[src/rtl/control_fsm_pkg.sv]
// Shared types for the multicycle control FSM: state enum, opcodes, mux/ALU encodings
// and the packed control word produced by the output decoder.
package control_fsm_pkg;

  typedef enum logic [3:0] {
    S_FETCH    = 4'd0,
    S_DECODE   = 4'd1,
    S_MEMADR   = 4'd2,
    S_MEMREAD  = 4'd3,
    S_MEMWB    = 4'd4,
    S_MEMWRITE = 4'd5,
    S_EXECR    = 4'd6,
    S_EXECI    = 4'd7,
    S_ALUWB    = 4'd8,
    S_BRANCH   = 4'd9,
    S_JAL      = 4'd10
  } state_e;

  localparam logic [6:0] OP_LOAD   = 7'b0000011;
  localparam logic [6:0] OP_STORE  = 7'b0100011;
  localparam logic [6:0] OP_RTYPE  = 7'b0110011;
  localparam logic [6:0] OP_ITYPE  = 7'b0010011;
  localparam logic [6:0] OP_BRANCH = 7'b1100011;
  localparam logic [6:0] OP_JAL    = 7'b1101111;

  localparam logic [2:0] F3_BEQ = 3'b000;
  localparam logic [2:0] F3_BNE = 3'b001;

  localparam logic [1:0] SRCA_PC    = 2'b00;
  localparam logic [1:0] SRCA_OLDPC = 2'b01;
  localparam logic [1:0] SRCA_REG   = 2'b10;

  localparam logic [1:0] SRCB_REG  = 2'b00;
  localparam logic [1:0] SRCB_IMM  = 2'b01;
  localparam logic [1:0] SRCB_FOUR = 2'b10;

  localparam logic [1:0] ALUOP_ADD   = 2'b00;
  localparam logic [1:0] ALUOP_SUB   = 2'b01;
  localparam logic [1:0] ALUOP_FUNCT = 2'b10;

  localparam logic [1:0] RES_ALUOUT = 2'b00;
  localparam logic [1:0] RES_MEM    = 2'b01;
  localparam logic [1:0] RES_ALU    = 2'b10;

  typedef struct packed {
    logic       pc_write;
    logic       branch;
    logic       xor_zero;
    logic       iord;
    logic       mem_write;
    logic       ir_write;
    logic       reg_write;
    logic [1:0] alu_src_a;
    logic [1:0] alu_src_b;
    logic [1:0] alu_op;
    logic [1:0] result_src;
    logic       illegal;
  } ctrl_t;

  function automatic logic op_supported(input logic [6:0] op);
    return (op == OP_LOAD) || (op == OP_STORE) || (op == OP_RTYPE) ||
           (op == OP_ITYPE) || (op == OP_BRANCH) || (op == OP_JAL);
  endfunction

endpackage

[src/rtl/control_fsm_if.sv]
// Instruction fields in, datapath control strobes/selects out. mem_ready only exists
// when MEM_WAIT_EN is defined.
interface control_fsm_if;
  logic [6:0] opcode;
  logic [2:0] funct3;
`ifdef MEM_WAIT_EN
  logic       mem_ready;
`endif
  logic       PCWrite;
  logic       Branch;
  logic       XorZero;
  logic       IorD;
  logic       MemWrite;
  logic       IRWrite;
  logic       RegWrite;
  logic [1:0] ALUSrcA;
  logic [1:0] ALUSrcB;
  logic [1:0] ALUOp;
  logic [1:0] ResultSrc;
  logic       illegal_instr;

`ifdef MEM_WAIT_EN
  modport master (output opcode, funct3, mem_ready,
                  input PCWrite, Branch, XorZero, IorD, MemWrite, IRWrite, RegWrite,
                  ALUSrcA, ALUSrcB, ALUOp, ResultSrc, illegal_instr);
  modport slave  (input opcode, funct3, mem_ready,
                  output PCWrite, Branch, XorZero, IorD, MemWrite, IRWrite, RegWrite,
                  ALUSrcA, ALUSrcB, ALUOp, ResultSrc, illegal_instr);
`else
  modport master (output opcode, funct3,
                  input PCWrite, Branch, XorZero, IorD, MemWrite, IRWrite, RegWrite,
                  ALUSrcA, ALUSrcB, ALUOp, ResultSrc, illegal_instr);
  modport slave  (input opcode, funct3,
                  output PCWrite, Branch, XorZero, IorD, MemWrite, IRWrite, RegWrite,
                  ALUSrcA, ALUSrcB, ALUOp, ResultSrc, illegal_instr);
`endif
endinterface

[src/rtl/control_fsm_out_decode.sv]
// Combinational state -> control word decode. Only DECODE/BRANCH look at the
// instruction fields; mem_rdy gates the memory-side strobes.
module control_out_decode
  import control_fsm_pkg::*;
(
  input  state_e     state,
  input  logic [6:0] opcode,
  input  logic [2:0] funct3,
  input  logic       mem_rdy,
  output ctrl_t      ctrl
);

  always_comb begin
    ctrl = '0;
    case (state)
      S_FETCH: begin
        ctrl.alu_src_a  = SRCA_PC;
        ctrl.alu_src_b  = SRCB_FOUR;
        ctrl.alu_op     = ALUOP_ADD;
        ctrl.result_src = RES_ALU;
        ctrl.ir_write   = mem_rdy;
        ctrl.pc_write   = mem_rdy;
      end
      S_DECODE: begin
        ctrl.alu_src_a = SRCA_OLDPC;
        ctrl.alu_src_b = SRCB_IMM;
        ctrl.alu_op    = ALUOP_ADD;
        ctrl.illegal   = !op_supported(opcode);
      end
      S_MEMADR: begin
        ctrl.alu_src_a = SRCA_REG;
        ctrl.alu_src_b = SRCB_IMM;
        ctrl.alu_op    = ALUOP_ADD;
      end
      S_MEMREAD: begin
        ctrl.result_src = RES_ALUOUT;
        ctrl.iord       = 1'b1;
      end
      S_MEMWB: begin
        ctrl.result_src = RES_MEM;
        ctrl.reg_write  = 1'b1;
      end
      S_MEMWRITE: begin
        ctrl.result_src = RES_ALUOUT;
        ctrl.iord       = 1'b1;
        ctrl.mem_write  = mem_rdy;
      end
      S_EXECR: begin
        ctrl.alu_src_a = SRCA_REG;
        ctrl.alu_src_b = SRCB_REG;
        ctrl.alu_op    = ALUOP_FUNCT;
      end
      S_EXECI: begin
        ctrl.alu_src_a = SRCA_REG;
        ctrl.alu_src_b = SRCB_IMM;
        ctrl.alu_op    = ALUOP_FUNCT;
      end
      S_ALUWB: begin
        ctrl.result_src = RES_ALUOUT;
        ctrl.reg_write  = 1'b1;
      end
      S_BRANCH: begin
        ctrl.alu_src_a  = SRCA_REG;
        ctrl.alu_src_b  = SRCB_REG;
        ctrl.alu_op     = ALUOP_SUB;
        ctrl.result_src = RES_ALUOUT;
        case (funct3)
          F3_BEQ:  ctrl.branch = 1'b1;
          F3_BNE: begin
            ctrl.branch   = 1'b1;
            ctrl.xor_zero = 1'b1;
          end
          default: ctrl.illegal = 1'b1;
        endcase
      end
      S_JAL: begin
        ctrl.alu_src_a  = SRCA_OLDPC;
        ctrl.alu_src_b  = SRCB_FOUR;
        ctrl.alu_op     = ALUOP_ADD;
        ctrl.result_src = RES_ALUOUT;
        ctrl.pc_write   = 1'b1;
        ctrl.reg_write  = 1'b1;
      end
      default: ctrl = '0;
    endcase
  end

endmodule

[src/rtl/control_fsm.sv]
// Multicycle Moore control FSM: state register + next-state logic; outputs come from
// control_out_decode. Define MEM_WAIT_EN to add mem_ready wait states to memory states.
module control_fsm
  import control_fsm_pkg::*;
(
  input  logic          clk,
  input  logic          rst,
  control_fsm_if.slave  bus
);

  state_e state_q, state_d;
  ctrl_t  ctrl, ctrl_o;
  logic   mem_rdy;

`ifdef MEM_WAIT_EN
  assign mem_rdy = bus.mem_ready;
`else
  assign mem_rdy = 1'b1;
`endif

  always_ff @(posedge clk) begin
    if (rst) state_q <= S_FETCH;
    else     state_q <= state_d;
  end

  always_comb begin
    state_d = S_FETCH;
    case (state_q)
      S_FETCH:    state_d = mem_rdy ? S_DECODE : S_FETCH;
      S_DECODE: begin
        case (bus.opcode)
          OP_LOAD, OP_STORE: state_d = S_MEMADR;
          OP_RTYPE:          state_d = S_EXECR;
          OP_ITYPE:          state_d = S_EXECI;
          OP_BRANCH:         state_d = S_BRANCH;
          OP_JAL:            state_d = S_JAL;
          default:           state_d = S_FETCH;
        endcase
      end
      S_MEMADR:   state_d = (bus.opcode == OP_LOAD) ? S_MEMREAD : S_MEMWRITE;
      S_MEMREAD:  state_d = mem_rdy ? S_MEMWB : S_MEMREAD;
      S_MEMWB:    state_d = S_FETCH;
      S_MEMWRITE: state_d = mem_rdy ? S_FETCH : S_MEMWRITE;
      S_EXECR,
      S_EXECI:    state_d = S_ALUWB;
      default:    state_d = S_FETCH;
    endcase
  end

  control_out_decode u_dec (
    .state   (state_q),
    .opcode  (bus.opcode),
    .funct3  (bus.funct3),
    .mem_rdy (mem_rdy),
    .ctrl    (ctrl)
  );

  // Strobes are suppressed for as long as rst is held, so the state sitting in the
  // register during reset can never write anything.
  always_comb begin
    ctrl_o = ctrl;
    if (rst) begin
      ctrl_o.pc_write  = 1'b0;
      ctrl_o.branch    = 1'b0;
      ctrl_o.mem_write = 1'b0;
      ctrl_o.ir_write  = 1'b0;
      ctrl_o.reg_write = 1'b0;
      ctrl_o.illegal   = 1'b0;
    end
  end

  assign bus.PCWrite       = ctrl_o.pc_write;
  assign bus.Branch        = ctrl_o.branch;
  assign bus.XorZero       = ctrl_o.xor_zero;
  assign bus.IorD          = ctrl_o.iord;
  assign bus.MemWrite      = ctrl_o.mem_write;
  assign bus.IRWrite       = ctrl_o.ir_write;
  assign bus.RegWrite      = ctrl_o.reg_write;
  assign bus.ALUSrcA       = ctrl_o.alu_src_a;
  assign bus.ALUSrcB       = ctrl_o.alu_src_b;
  assign bus.ALUOp         = ctrl_o.alu_op;
  assign bus.ResultSrc     = ctrl_o.result_src;
  assign bus.illegal_instr = ctrl_o.illegal;

endmodule

[src/flat_wrapper.sv]
// flat-port wrapper written by rule: the top's interface ports become plain ports
module control_fsm_flat import control_fsm_pkg::*;
  (clk, rst, bus_opcode, bus_funct3, bus_PCWrite, bus_Branch, bus_XorZero, bus_IorD, bus_MemWrite, bus_IRWrite, bus_RegWrite, bus_ALUSrcA, bus_ALUSrcB, bus_ALUOp, bus_ResultSrc, bus_illegal_instr);
  control_fsm_if bus_i ();
  input  logic clk;
  input  logic rst;
  input wire logic [$bits(bus_i.opcode)-1:0] bus_opcode;
  input wire logic [$bits(bus_i.funct3)-1:0] bus_funct3;
  output wire logic [$bits(bus_i.PCWrite)-1:0] bus_PCWrite;
  output wire logic [$bits(bus_i.Branch)-1:0] bus_Branch;
  output wire logic [$bits(bus_i.XorZero)-1:0] bus_XorZero;
  output wire logic [$bits(bus_i.IorD)-1:0] bus_IorD;
  output wire logic [$bits(bus_i.MemWrite)-1:0] bus_MemWrite;
  output wire logic [$bits(bus_i.IRWrite)-1:0] bus_IRWrite;
  output wire logic [$bits(bus_i.RegWrite)-1:0] bus_RegWrite;
  output wire logic [$bits(bus_i.ALUSrcA)-1:0] bus_ALUSrcA;
  output wire logic [$bits(bus_i.ALUSrcB)-1:0] bus_ALUSrcB;
  output wire logic [$bits(bus_i.ALUOp)-1:0] bus_ALUOp;
  output wire logic [$bits(bus_i.ResultSrc)-1:0] bus_ResultSrc;
  output wire logic [$bits(bus_i.illegal_instr)-1:0] bus_illegal_instr;
  assign bus_i.opcode = bus_opcode;
  assign bus_i.funct3 = bus_funct3;
  assign bus_PCWrite = bus_i.PCWrite;
  assign bus_Branch = bus_i.Branch;
  assign bus_XorZero = bus_i.XorZero;
  assign bus_IorD = bus_i.IorD;
  assign bus_MemWrite = bus_i.MemWrite;
  assign bus_IRWrite = bus_i.IRWrite;
  assign bus_RegWrite = bus_i.RegWrite;
  assign bus_ALUSrcA = bus_i.ALUSrcA;
  assign bus_ALUSrcB = bus_i.ALUSrcB;
  assign bus_ALUOp = bus_i.ALUOp;
  assign bus_ResultSrc = bus_i.ResultSrc;
  assign bus_illegal_instr = bus_i.illegal_instr;
  control_fsm u_core (.clk(clk), .rst(rst), .bus(bus_i));
endmodule
[config.mk]
export PLATFORM = sky130hd
export DESIGN_NAME = control_fsm_flat
export DESIGN_NICKNAME = d
export VERILOG_FILES = /design/src/rtl/control_fsm_pkg.sv /design/src/rtl/control_fsm_if.sv /design/src/rtl/control_fsm_out_decode.sv /design/src/rtl/control_fsm.sv /design/src/flat_wrapper.sv
export SDC_FILE = /design/constraint.sdc
export NUM_CORES = 1
export LEC_CHECK = 0
export ABC_AREA = 1
export CORE_AREA = 4 4 45 47
export DETAILED_ROUTE_END_ITERATION = 8
export DIE_AREA = 0 0 49 51
export PLACE_DENSITY = 0.69
export SKIP_LAST_GASP = 1
export SYNTH_ARGS = -nofsm -noshare
export SYNTH_HDL_FRONTEND = slang
export SYNTH_SLANG_ARGS = --single-unit
export TNS_END_PERCENT = 50
[constraint.sdc]
create_clock -name clk -period 0.96 [get_ports clk]
set_input_delay 0.096 -clock clk [delete_from_list [all_inputs] [get_ports clk]]
set_output_delay 0.096 -clock clk [all_outputs]
set_load 0.02 [all_outputs]
* After elaboration in Yosys (flattened, before gate mapping)
Index checks and enable logic that the tools add are counted.
W data, S select, Z words.
** Word-level totals
- Bits of input ports :: 12
- Output and inout bits :: 16
- Word-level logic and storage cells :: 50
- Register bits after elaboration :: 4
** Operators by class
- Reductions and logical operators :: 14
- Multiplexer cells :: 18
- Eq/ne operators :: 17
** Operator list (count)
- $pmux W6 S7 :: 1
- $pmux W4 S5 :: 2
- $eq A4 B3 Y1 const B :: 4
- $eq A7 B6 Y1 const B :: 2
- $eq A7 B7 Y1 const B :: 2
- $eq A4 B4 Y1 const B :: 3
- $reduce_or A2 Y1 :: 5
- $mux W1 :: 9
- $eq A4 B2 Y1 const B :: 2
- $eq A7 B2 Y1 const B :: 1
- $eq A7 B5 Y1 const B :: 1
- $mux W3 :: 2
- $logic_or A1 B1 Y1 :: 5
- $eq A4 B1 Y1 const B :: 1
- $logic_not A4 Y1 :: 1
- $mux W2 :: 2
- $pmux W2 S2 :: 1
- $eq A3 B1 Y1 const B :: 1
- $logic_not A3 Y1 :: 1
- $reduce_or A3 Y1 :: 1
- $pmux W1 S2 :: 1
- $logic_not A1 Y1 :: 1

* Longest topological paths before layout
- Depth after elaboration :: 9
- Mapped depth :: 8
- Mapped depth without buffers :: 8

* By module
From an unflattened synthesis, not the netlist that was laid out.
** Second synthesis, totals
- Cell total of the unflattened synthesis :: 117
- Area total of the unflattened synthesis :: 589.3 sq um
** Modules (own cells, without submodules)
- control_fsm :: seq. area each 80.1 sq um, cells an instance 68, times used 1, area an instance 369.1 sq um
- control_out_decode :: seq. area each 0.0 sq um, cells an instance 49, times used 1, area an instance 220.2 sq um

* Worst setup path after synthesis
OpenSTA, ideal clock, no wires.
- Kind :: reg-to-output
- Start :: reg u_core.state_q[1]
- End :: out bus_Branch
- Required time :: 0.864 ns
- Setup slack :: -0.457 ns
- Cell stages (with the launch flop) :: 6
- Data arrival time :: 1.321 ns
- Path through :: dfxtp_1 > inv_2 > nand2_2 > nor2_2 > inv_2 > nor3_1
** Between the ends
- Longest elaborated chain between the ends :: 3
** Ends and longest elaborated chain
- start, declared :: line control_fsm.sv:11 : state_e state_q, state_d;
- start signal, assigned :: line control_fsm.sv:23 : else state_q <= state_d;
- $eq A4 B4 Y1 :: line control_fsm_out_decode.sv:15 : case (state)
- $mux W2 :: line control_fsm_out_decode.sv:15
- $mux W2 :: line control_fsm.sv:62 : if (rst) begin
- end, declared :: line flat_wrapper.sv:10 : output wire logic [$bits(bus_i.Branch)-1:0] bus_Branch;
No other way between the ends.

* Worst setup path in the final report
- Start :: reg u_core.state_q[3]
- End :: out bus_ALUSrcB[0]
** Between the ends
- Longest elaborated chain between the ends :: 2
- Elaborated cells on any way between the ends :: 8
** Ends and longest elaborated chain
- $eq A4 B4 Y1, or another cell as far along :: line control_fsm_out_decode.sv:15
- $pmux W6 S7 (*) :: line control_fsm_out_decode.sv:15
- end, declared :: line flat_wrapper.sv:17 : output wire logic [$bits(bus_i.ALUSrcB)-1:0] bus_ALUSrcB;
Every way passes the cells marked *; elsewhere a longest branch is shown, timed or not.

==> flow_summary.toml <==
[status]
outcome = "finished, violations left"
violations = "negative setup slack"

[routing]
wire_per_inst_um = 11.36
drt.antenna.violating_nets = 0
drc_errors = 0
first_pass_iters = 4
drt_iter0_drc = 8
routed_wl_mm = 1.886
vias = 789
vias_per_cell = 4.753

[worst_setup_path]
slowest_delay_ns = 0.37
cp.required_ns = 0.86
crit_chain = "nor2_4 -> nand2_2 -> nor2_4 -> inv_2 -> o211ai_1 -> buf_4"
cp_common_cell = "nor2_4"
end_kind = "primary output"
cp_data_arrival_time_ns = 1.27
slowest_stage = "dfxtp_4"
path_max_fanout = 3
timing_worst_setup_path_type = "flop to primary output"
worst_setup_path_start_kind = "flop"

[power]
clkPwrFrac = 0.288
swShare = 0.3267
ir_worst_vdd_uv = 517.9
p_sw_mw = 0.2242
power_frac_seq = 0.251
cellLeakagePower_nw = 0.5675
combPwrFrac = 0.462
power_mw = 0.6863
power.density_nw_per_um2 = 582.9
cell_internal_pwr_mw = 0.4621

[timing]
worst_pin_slew_ns = 0.1648
hold_viol = 0
clock.fmax_ghz = 0.7316
finalClockSkew_ns = 0.003546
drv_slew = 0
period_needed_ns = 1.367
fin_ws_ns = -0.4069
grt_setup_unrepaired = "yes"
finalSetupViolCount = 20
fin_crit_sh = 1.424
whs_ns = 0.6589
max-slew-margin-rel = 0.8890

[place]
gp_congestion = 0.8253
portBuffers = 27
dpl_worst_slack_ns = -0.8027
dp.cells = 157
dp_hpwl_mm = 1.348

[die]
num_rows = 15
core_area_um2 = 1652
die_w_um = 49
initial_core_util = 0.3061
die_area_um2 = 2499
ios = 28
die_y_um = 51

[final_layout]
largest_reg_flops = 4
layout.cells.non_filler = 166
drive_gt1_frac = 0.5772
top_register = "u_core.state_q"
fin_nets = 163
top_regs = "u_core.state_q: 4 flops"
syn_to_final_growth_pct = 132.9
diodes = 0
utilization = 0.7129

[grt]
met2_usage = 0.2826
grt_max_degree = 7
busiest_layer = "met2"
grt_pass1_vias = 712
grt_use_met3 = 0.05248
grt_antenna_before_repair = 0
grt.met1_usage = 0.1316
grt-ovfl-total = 0
track_usage = 0.1441
grt_pass1_wl_mm = 2.877

[logic_synthesis]
synth_cell_types = 18
syn_area_per_cell_um2 = 5.494
yosys_warnings = 0
synth_seq_cells = 4
synth.cell_area_um2 = 505.5
seq_area_frac_synth = 0.1584
syn_inst = 92
syn-num-nets = 104

[job]
maxCapViolCount = 0

[cts]
insertion_delay_ns = 0.23
cts.sinks = 4
clk_pin_slew_ns = 0.04
cts_root_buf = "clkbuf_4"
clockBufferDepth = 2
cts_tree = "done"
ctsHoldBuffers = 0
htreeDepth = 1
numCtsBuffers = 3

[worst_hold_path]
min_path_type = "primary input to flop"
==> cell families after synthesis <==
| kind of cell | share of synthesized area |
|---|---|
| compound gates | 0.08416 |
| buf+inv | 0.1609 |
| flops | 0.1584 |
| simple gates | 0.5965 |
==> cell usage in the layout, fill, tap and decap left out, types with 2 or more instances in the layout <==
cell type | synthesis | routed
buf_4 | 0 | 30
nand2_1 | 19 | 18
buf_6 | 0 | 12
nor2_4 | 2 | 11
clkdlybuf4s50_1 | 0 | 11
inv_1 | 13 | 10
nand3_1 | 12 | 10
nor2_1 | 13 | 8
inv_4 | 1 | 6
inv_2 | 7 | 5
dfxtp_4 | 0 | 4
nor2_2 | 7 | 3
nand3_2 | 1 | 3
clkbuf_4 | 0 | 3
nand2_4 | 0 | 2
a21oi_4 | 0 | 2
a21oi_1 | 4 | 2
==> cells in the mapped netlist (all sizes together) <==
cell type  number  area, um^2
nor2           23       135.1
nand3          13       70.07
nand3b          1       7.510
o211ai          1       7.510
inv            21       81.34
dfxtp           4       80.08
a21oi           4       20.02
nand2          21       83.83
o21ai           3       15.01
nor3            1       5.000
==> critical path: cells and delay by family (launching register included) <==
kind                   cells  cell delay, ns
and+or+nand+nor            3            0.40
buffers and inverters      2            0.21
DFF                        1            0.37
AOI/OAI and AO/OA          1            0.07
==> layout make-up <==
cell class	count	area, um^2
repair buffers	54	475.5
fillers	140	474.2
multi-input cells	67	469.2
flip-flops and latches	4	95.09
inverters	21	93.84
clock buffers	3	22.52
well taps	17	21.27
==> metal layers <==
metal  routed length, um  vias to the layer above
met1                 639                      351
li1                    -                      400
met2                1053                       38
met5                   0                        -
met4                   0                        0
met3                 193                        0
==> per-stage QoR <==
step           TNS (ns)  cell area (um^2)
5_1_grt          -7.315              1177
3_3_place_gp     -10.29              1049
4_1_cts          -5.688              1094
2_1_floorplan    -1.179             599.3
6_report         -6.183              1177
3_5_place_dp     -10.54              1049
==> power groups by stage <==
stage / sequential [mW] / combinational [mW] / clock, mW
floorplan: 0.179 / 0.143 / 0
global placement: 0.180 / 0.298 / 0
detailed placement: 0.180 / 0.302 / 0
CTS: 0.174 / 0.309 / 0.202
global route: 0.172 / 0.337 / 0.212
finish: 0.172 / 0.317 / 0.197
==> path summary, 6_finish.rpt <==
check,start,to,slack (ns),cells after the start
max,u_core.state_q[3],bus_ALUSrcB[0],-0.41,6
min,rst,u_core.state_q[2],0.66,3
min reg2reg,u_core.state_q[1],u_core.state_q[2],0.74,4
max reg2reg,u_core.state_q[3],u_core.state_q[1],-0.28,7
==> what timing repair did <==
action,4_1_cts,5_1_grt
gates resized for setup,89,22
hold endpoints to repair,0,0
pin swaps,7,6
endpoints found under the setup margin,20,20
setup buffers,1,5
(Power assumes the default switching activity.)
